===== config.mk =====
export PLATFORM = sky130hd
export DESIGN_NAME = pipeline_run_controller
export DESIGN_NICKNAME = d
export VERILOG_FILES = /design/src/rtl/pipeline_run_controller.sv
export SDC_FILE = /design/constraint.sdc
export NUM_CORES = 1
export LEC_CHECK = 0
export CAP_MARGIN = 20
export CORE_MARGIN = 5
export CORE_UTILIZATION = 51
export DETAILED_ROUTE_END_ITERATION = 8
export PLACE_DENSITY = 0.85
export SLEW_MARGIN = 25
export SYNTH_ARGS = -nofsm -noshare
export SYNTH_HDL_FRONTEND = slang
export SYNTH_SLANG_ARGS = --single-unit

===== constraint.sdc =====
create_clock -name i_clock -period 5.8 [get_ports i_clock]
set_clock_uncertainty 0.15 [all_clocks]
set_input_delay 1.16 -clock i_clock [delete_from_list [all_inputs] [get_ports i_clock]]
set_output_delay 1.16 -clock i_clock [all_outputs]
set_load 0.01 [all_outputs]

===== src/rtl/pipeline_run_controller.sv =====
// Run/step/stop sequencer for the MIPS pipeline: advance enable, load-use stall,
// branch flush, and HALT drain with completion report to the debug unit.
module pipeline_run_controller #(
  parameter int NB_REG     = 5,
  parameter int NB_CYCLES  = 32,
  parameter int PIPE_DEPTH = 5
) (
  input  logic                 i_clock,
  input  logic                 i_reset,
  input  logic                 i_cmd_valid,
  input  logic [1:0]           i_cmd,
  input  logic                 i_halt_fetched,
  input  logic                 i_branch_taken,
  input  logic                 i_ex_mem_read,
  input  logic [NB_REG-1:0]    i_ex_rt,
  input  logic [NB_REG-1:0]    i_id_rs,
  input  logic [NB_REG-1:0]    i_id_rt,
  output logic                 o_cmd_ready,
  output logic                 o_valid,
  output logic                 o_stall,
  output logic                 o_flush,
  output logic                 o_pc_src,
  output logic                 o_halt,
  output logic                 o_done,
  output logic [2:0]           o_state,
  output logic [NB_CYCLES-1:0] o_cycle_count
);

  typedef enum logic [2:0] {
    ST_IDLE   = 3'd0,
    ST_RUN    = 3'd1,
    ST_STEP   = 3'd2,
    ST_DRAIN  = 3'd3,
    ST_HALTED = 3'd4
  } state_t;

  localparam logic [1:0] CMD_RUN  = 2'b01;
  localparam logic [1:0] CMD_STEP = 2'b10;
  localparam logic [1:0] CMD_STOP = 2'b11;

  localparam int NB_DRAIN = (PIPE_DEPTH > 2) ? $clog2(PIPE_DEPTH) : 1;
  localparam logic [NB_DRAIN-1:0] DRAIN_LOAD = NB_DRAIN'(PIPE_DEPTH - 1);

  state_t              state;
  state_t              state_next;
  logic [NB_DRAIN-1:0] drain_cnt;
  logic                haz;
  logic                halt_take;
  logic                cmd_accept;

  assign o_state = state;

  // Branch wins over stall: the instruction that would stall is being squashed.
  always_comb begin
    haz        = i_ex_mem_read && (i_ex_rt != '0) &&
                 ((i_ex_rt == i_id_rs) || (i_ex_rt == i_id_rt));
    o_stall    = haz && o_valid && !i_branch_taken;
    o_flush    = i_branch_taken && o_valid;
    o_pc_src   = i_branch_taken && o_valid;
    halt_take  = i_halt_fetched && !i_branch_taken && !o_stall;
    cmd_accept = i_cmd_valid && o_cmd_ready;
  end

  // NOTE: next-state defaults to the current state first so no path infers a latch.
  always_comb begin
    state_next = state;
    case (state)
      ST_IDLE: begin
        if (cmd_accept && i_cmd == CMD_RUN)       state_next = ST_RUN;
        else if (cmd_accept && i_cmd == CMD_STEP) state_next = ST_STEP;
      end
      ST_RUN: begin
        if (halt_take)                            state_next = ST_DRAIN;
        else if (cmd_accept && i_cmd == CMD_STOP) state_next = ST_IDLE;
      end
      ST_STEP:   state_next = halt_take ? ST_DRAIN : ST_IDLE;
      ST_DRAIN:  if (drain_cnt == NB_DRAIN'(1)) state_next = ST_HALTED;
      ST_HALTED: state_next = ST_HALTED;
      default:   state_next = ST_IDLE;
    endcase
  end

  // NOTE: all state and registered outputs use non-blocking assignment so every
  // flop samples pre-edge values; outputs are decoded from the next state so
  // they change in the same cycle as o_state.
  always_ff @(posedge i_clock or posedge i_reset) begin
    if (i_reset) begin
      state         <= ST_IDLE;
      drain_cnt     <= '0;
      o_cmd_ready   <= 1'b1;
      o_valid       <= 1'b0;
      o_halt        <= 1'b0;
      o_done        <= 1'b0;
      o_cycle_count <= '0;
    end else begin
      state       <= state_next;
      o_cmd_ready <= (state_next == ST_IDLE) || (state_next == ST_RUN);
      o_valid     <= (state_next == ST_RUN) || (state_next == ST_STEP) ||
                     (state_next == ST_DRAIN);
      o_halt      <= (state_next == ST_DRAIN) || (state_next == ST_HALTED);
      o_done      <= (state_next == ST_HALTED);

      if (state != ST_DRAIN && state_next == ST_DRAIN) drain_cnt <= DRAIN_LOAD;
      else if (state == ST_DRAIN)                      drain_cnt <= drain_cnt - NB_DRAIN'(1);

      // Saturating count of advance cycles, stall and drain cycles included.
      if (o_valid && (o_cycle_count != '1)) o_cycle_count <= o_cycle_count + NB_CYCLES'(1);
    end
  end

endmodule


# After elaboration in Yosys (flattened, before gate mapping)
# Index checks and enable logic that the tools add are counted.
[word_totals]
output_inout_bits = 42
ff_bits = 42
[classes]
n_eq_ne = 16
add_sub_neg = 2
n_mux = 9
n_reduce_logical = 24
[ops]
columns = ["cell", "count"]
rows = [
  ["adder 32 x 1 -> 32 bit, second input constant", 1],
  ["inequality test 32 bit, second input constant", 1],
  ["2-to-1 mux 3 bit", 7],
  ["one-hot mux 3 bit (5 select lines)", 1],
  ["logical AND 1 bit", 13],
  ["== test 3 x 2 -> 1 bit, second input constant", 4],
  ["== test 5 bit", 2],
  ["== test 3 x 1 -> 1 bit, second input constant", 3],
  ["== test 3 bit, second input constant", 2],
  ["logical NOT 3 bit", 2],
  ["logical OR 1 bit", 5],
  ["nonzero test 5 bit", 1],
  ["== test 2 bit, second input constant", 2],
  ["inequality test 3 x 2 -> 1 bit, second input constant", 1],
  ["subtractor 3 x 1 -> 3 bit, second input constant", 1],
  ["== test 2 x 1 -> 1 bit, second input constant", 1],
  ["logical NOT 1 bit", 2],
  ["2-to-1 mux 2 bit", 1],
  ["nonzero test 2 bit", 1],
]

# Logic depth before layout (Yosys ltp)
[depth]
word_depth = 12
ltp_mapped = 7
mapped_depth_nobuf = 6

# Worst setup path before layout
# No wires, ideal clock.
[synth_path]
kind = "input port to output port"
startpoint = "in i_ex_rt[1]"
endpoint = "out o_stall"
stages = 3
path_slack_ns = 2.490
t_required_ns = 4.490
n_path_buf = 0
arrival_ns = 2.000
path_cell_list = "or4_1 -> o21ai_0 -> nor2_1"
[synth_between]
elab_chain_cells = 5
elab_cells_between_ends = 8
cone_classes = "eq/ne (2); reduce/logical (6)"
[synth_lines]
columns = ["item", "line", "rtl"]
rows = [
  ["start, declared", "15", "input logic [NB_REG-1:0] i_ex_rt,"],
  ["== test 5 bit / nonzero test 5 bit (equally long branches)", "56, 55", ""],
  ["logical OR 1 bit / logical AND 1 bit (equally long branches)", "56, 55", ""],
  ["logical AND 1 bit (*)", "55", "haz = i_ex_mem_read && (i_ex_rt != '0) &&"],
  ["logical AND 1 bit (*) (2 in series)", "57", "o_stall = haz && o_valid && !i_branch_taken;"],
  ["end, declared", "20", "output logic o_stall,"],
]
# Mark *: on every way between the ends. The rest lies on a longest branch, timed or not.

# Worst setup path in the final report
# Same ends and word-level chain as after synthesis.

==> impl_metrics.env <==
export IMPL_timing_critical_path_arrival_ns=3.02
export IMPL_vias_per_cell=5.592
export IMPL_firstDrtPassIters=4
export IMPL_grt_max_degree=43
export IMPL_io_buffer_count=64
export IMPL_cts_buffers=5
export IMPL_postCtsSetupBuffers=0
export IMPL_final_nets=314
export IMPL_num_io_pins=65
export IMPL_finalSetupTns_ns=0
export IMPL_slowest_stage="or4_1"
export IMPL_crit_chain="clkdlybuf4s50_1, or4_1, o21ai_0, nor2_1, clkdlybuf4s50_1"
export IMPL_rsz0062_at_grt="no"
export IMPL_yosysTopAreaCellShare_pct=46.02
export IMPL_antenna_cells=0
export IMPL_die_width_um=76.12
export IMPL_drv_slew=0
export IMPL_drive_gt1_share_pct=6.228
export IMPL_tritoncts="yes"
export IMPL_overflow=0
export IMPL_ys_warn_count=0
export IMPL_rows=24
export IMPL_synthArstFlopShare_pct=100.0
export IMPL_cp_start_kind="input pin"
export IMPL_setup_viol=0
export IMPL_yosysUniqueCellTypes=41
export IMPL_yosysTopAreaCell="dfrtp_1"
export IMPL_max_cap_violations=0
export IMPL_syn_area_mm2=0.002230
export IMPL_synth_most_common_cell="dfrtp_1"
export IMPL_fin_util_pct=70.05
export IMPL_critical_path_class="in2out"
export IMPL_drt_wl_total_mm=5.064
export IMPL_cp_required_ns=4.49
export IMPL_ant_nets=0
export IMPL_ctsHoldBuffers=0
export IMPL_powerDensity_mw_per_mm2=299.4
export IMPL_die_h_um=76.12
export IMPL_tightest_slew_ns=0.6898
export IMPL_worstHoldPathType="reg2reg"
export IMPL_clock_sinks=42
export IMPL_wire_per_inst_um=14.85
export IMPL_synthTopCellsByArea="dfrtp_1 46%, xnor2_1 8.2%, xor2_1 7.1%"
export IMPL_path_common_cell="clkdlybuf4s50_1"
export IMPL_hold_start="o_cycle_count[31]"
export IMPL_grt_pass1_wl_mm=8.659
export IMPL_clock_latency_ns=0.30
export IMPL_synth_edff_count=0
export IMPL_cp_startpoint="i_ex_rt[1]"
export IMPL_cpLargestDelayFamily="buffers and inverters"
export IMPL_fill_cells=344
export IMPL_grt_use_total_pct=17.72
export IMPL_path_buf_inv=2
export IMPL_finalCritPeriodShare_pct=74.69
export IMPL_max_clock_freq_mhz=230.8
export IMPL_htreeDepth=2
export IMPL_yosysSeqAreaShare_pct=47.19
export IMPL_die_area_mm2=0.005794
export IMPL_max_stage_delay_ns=0.54
export IMPL_cp_max_fo=3
export IMPL_area_growth_pct=34.90
export IMPL_relSlewSlack_pct=53.66
export IMPL_clk_path_buf_depth=2
export IMPL_syn_nets=245
export IMPL_finalCriticalPeriod_ns=4.332
export IMPL_synth_ff_latch_count=42
export IMPL_start_util_pct=51.92
export IMPL_drc=0
export IMPL_postSynthAreaPerCell_um2=10.18
export IMPL_vdd_drop_max_mv=0.2383
export IMPL_core_area_mm2=0.004294
export IMPL_reg2reg_from="o_cycle_count[3]"
export IMPL_drt_initial_drc_count=138
export IMPL_final_hold_viol_count=0
export IMPL_p_leak_nw=1.233
export IMPL_ys_flop_type="dfrtp_1"
export IMPL_clk_pin_slew_ns=0.08
export IMPL_place_gp_congestion=0.8355
export IMPL_hpwl_mm=3.858
export IMPL_ctsRootBufferMaster="clkbuf_8"
export IMPL_post_cts_resized=0
export IMPL_routed_via_count=1907
export IMPL_grt_pass1_vias=1908
export IMPL_status="complete, no violations"
export IMPL_critPathCaptureType="primary output"
export IMPL_netlist_top_cells_count="41 x dfrtp_1, 21 x xnor2_1, 20 x nand2_1"
export IMPL_synthCells=219
export IMPL_grt_antenna_before_repair=0
[power breakdown]
part	switching [mW]	internal (mW)
Clock	0.101	0.0957
Sequential	0.0662	0.344
Combinational	0.141	0.153
[flip-flops by register name, indices dropped and copies added (netlist names)]
name / flops
o_cmd_ready: 1
o_halt: 1
o_valid: 1
o_cycle_count: 32
o_state: 3
drain_cnt: 3
o_done: 1
[placed cells by master, fill, tap and decap left out, types with 4 or more instances in the layout]
cell,synthesis,final
o21ai_0,5,5
nor3_1,10,10
nand4_1,14,14
dfrtp_1,41,41
nor2_1,19,19
and3_1,4,4
xnor2_1,21,21
nand3_1,13,13
a21oi_1,6,6
inv_1,7,7
clkdlybuf4s50_1,0,64
nand2_1,20,20
clkbuf_8,0,6
xor2_1,18,18
[cells by family (layout without fill, tap and decap cells)]
kind of cell               count (synthesis)  after routing  share of synthesized area, %
adders and majority gates                  3              3                         1.684
xor gates and xnor gates                  39             39                         15.32
DFF                                       42             42                         47.19
buffers and inverters                     10             80                         2.526
and+or+nand+nor                          104            104                         26.26
AOI/OAI and AO/OA                         21             21                         7.015
[path summary, 6_finish.rpt]
path | endpoint | slack, ns | cells after the start
worst max register to register | o_cycle_count[17] | 3.71 | 5
worst max-delay path | o_stall | 1.47 | 5
min in group asynchronous | o_cycle_count[15] | 1.14 | 3
max in group asynchronous | o_cmd_ready | 3.98 | 3
worst min-delay path | o_cycle_count[31] | 0.35 | 1
worst min register to register | o_cycle_count[31] | 0.35 | 1
[cell type report]
type | count | area (µm²) | area share (%)
inverters | 7 | 26.28 | 0.8735
clock inverters | 2 | 12.51 | 0.4160
clock buffers | 6 | 82.58 | 2.745
flip-flops and latches | 42 | 1052 | 34.98
well taps | 52 | 65.06 | 2.163
repair buffers | 65 | 648.1 | 21.55
multi-input cells | 167 | 1121 | 37.27
[through the flow]
stage / setup WS, ns / instances / power, mW / area, µm² / hold WS [ns]
2_1_floorplan: 2.490 / 219 / 0.5669 / 2230 / 0.3553
3_3_place_gp: 1.523 / 333 / 0.6968 / 2913 / 0.3345
3_5_place_dp: 1.477 / 333 / 0.7092 / 2913 / 0.3428
4_1_cts: 1.457 / 341 / 0.9075 / 3008 / 0.3571
5_1_grt: 1.378 / 341 / 0.9590 / 3008 / 0.3803
6_report: 1.468 / 341 / 0.9004 / 3008 / 0.3513
[routing by layer]
layer | share of wire, % | routed length [µm] | track usage (%)
met5 | 0 | 0 | 0
met4 | 1.3 | 67 | 4.895
met3 | 7.3 | 369 | 5.201
met2 | 51 | 2571 | 30.74
met1 | 41 | 2056 | 21.24
Power figures use the tool's default switching activity.
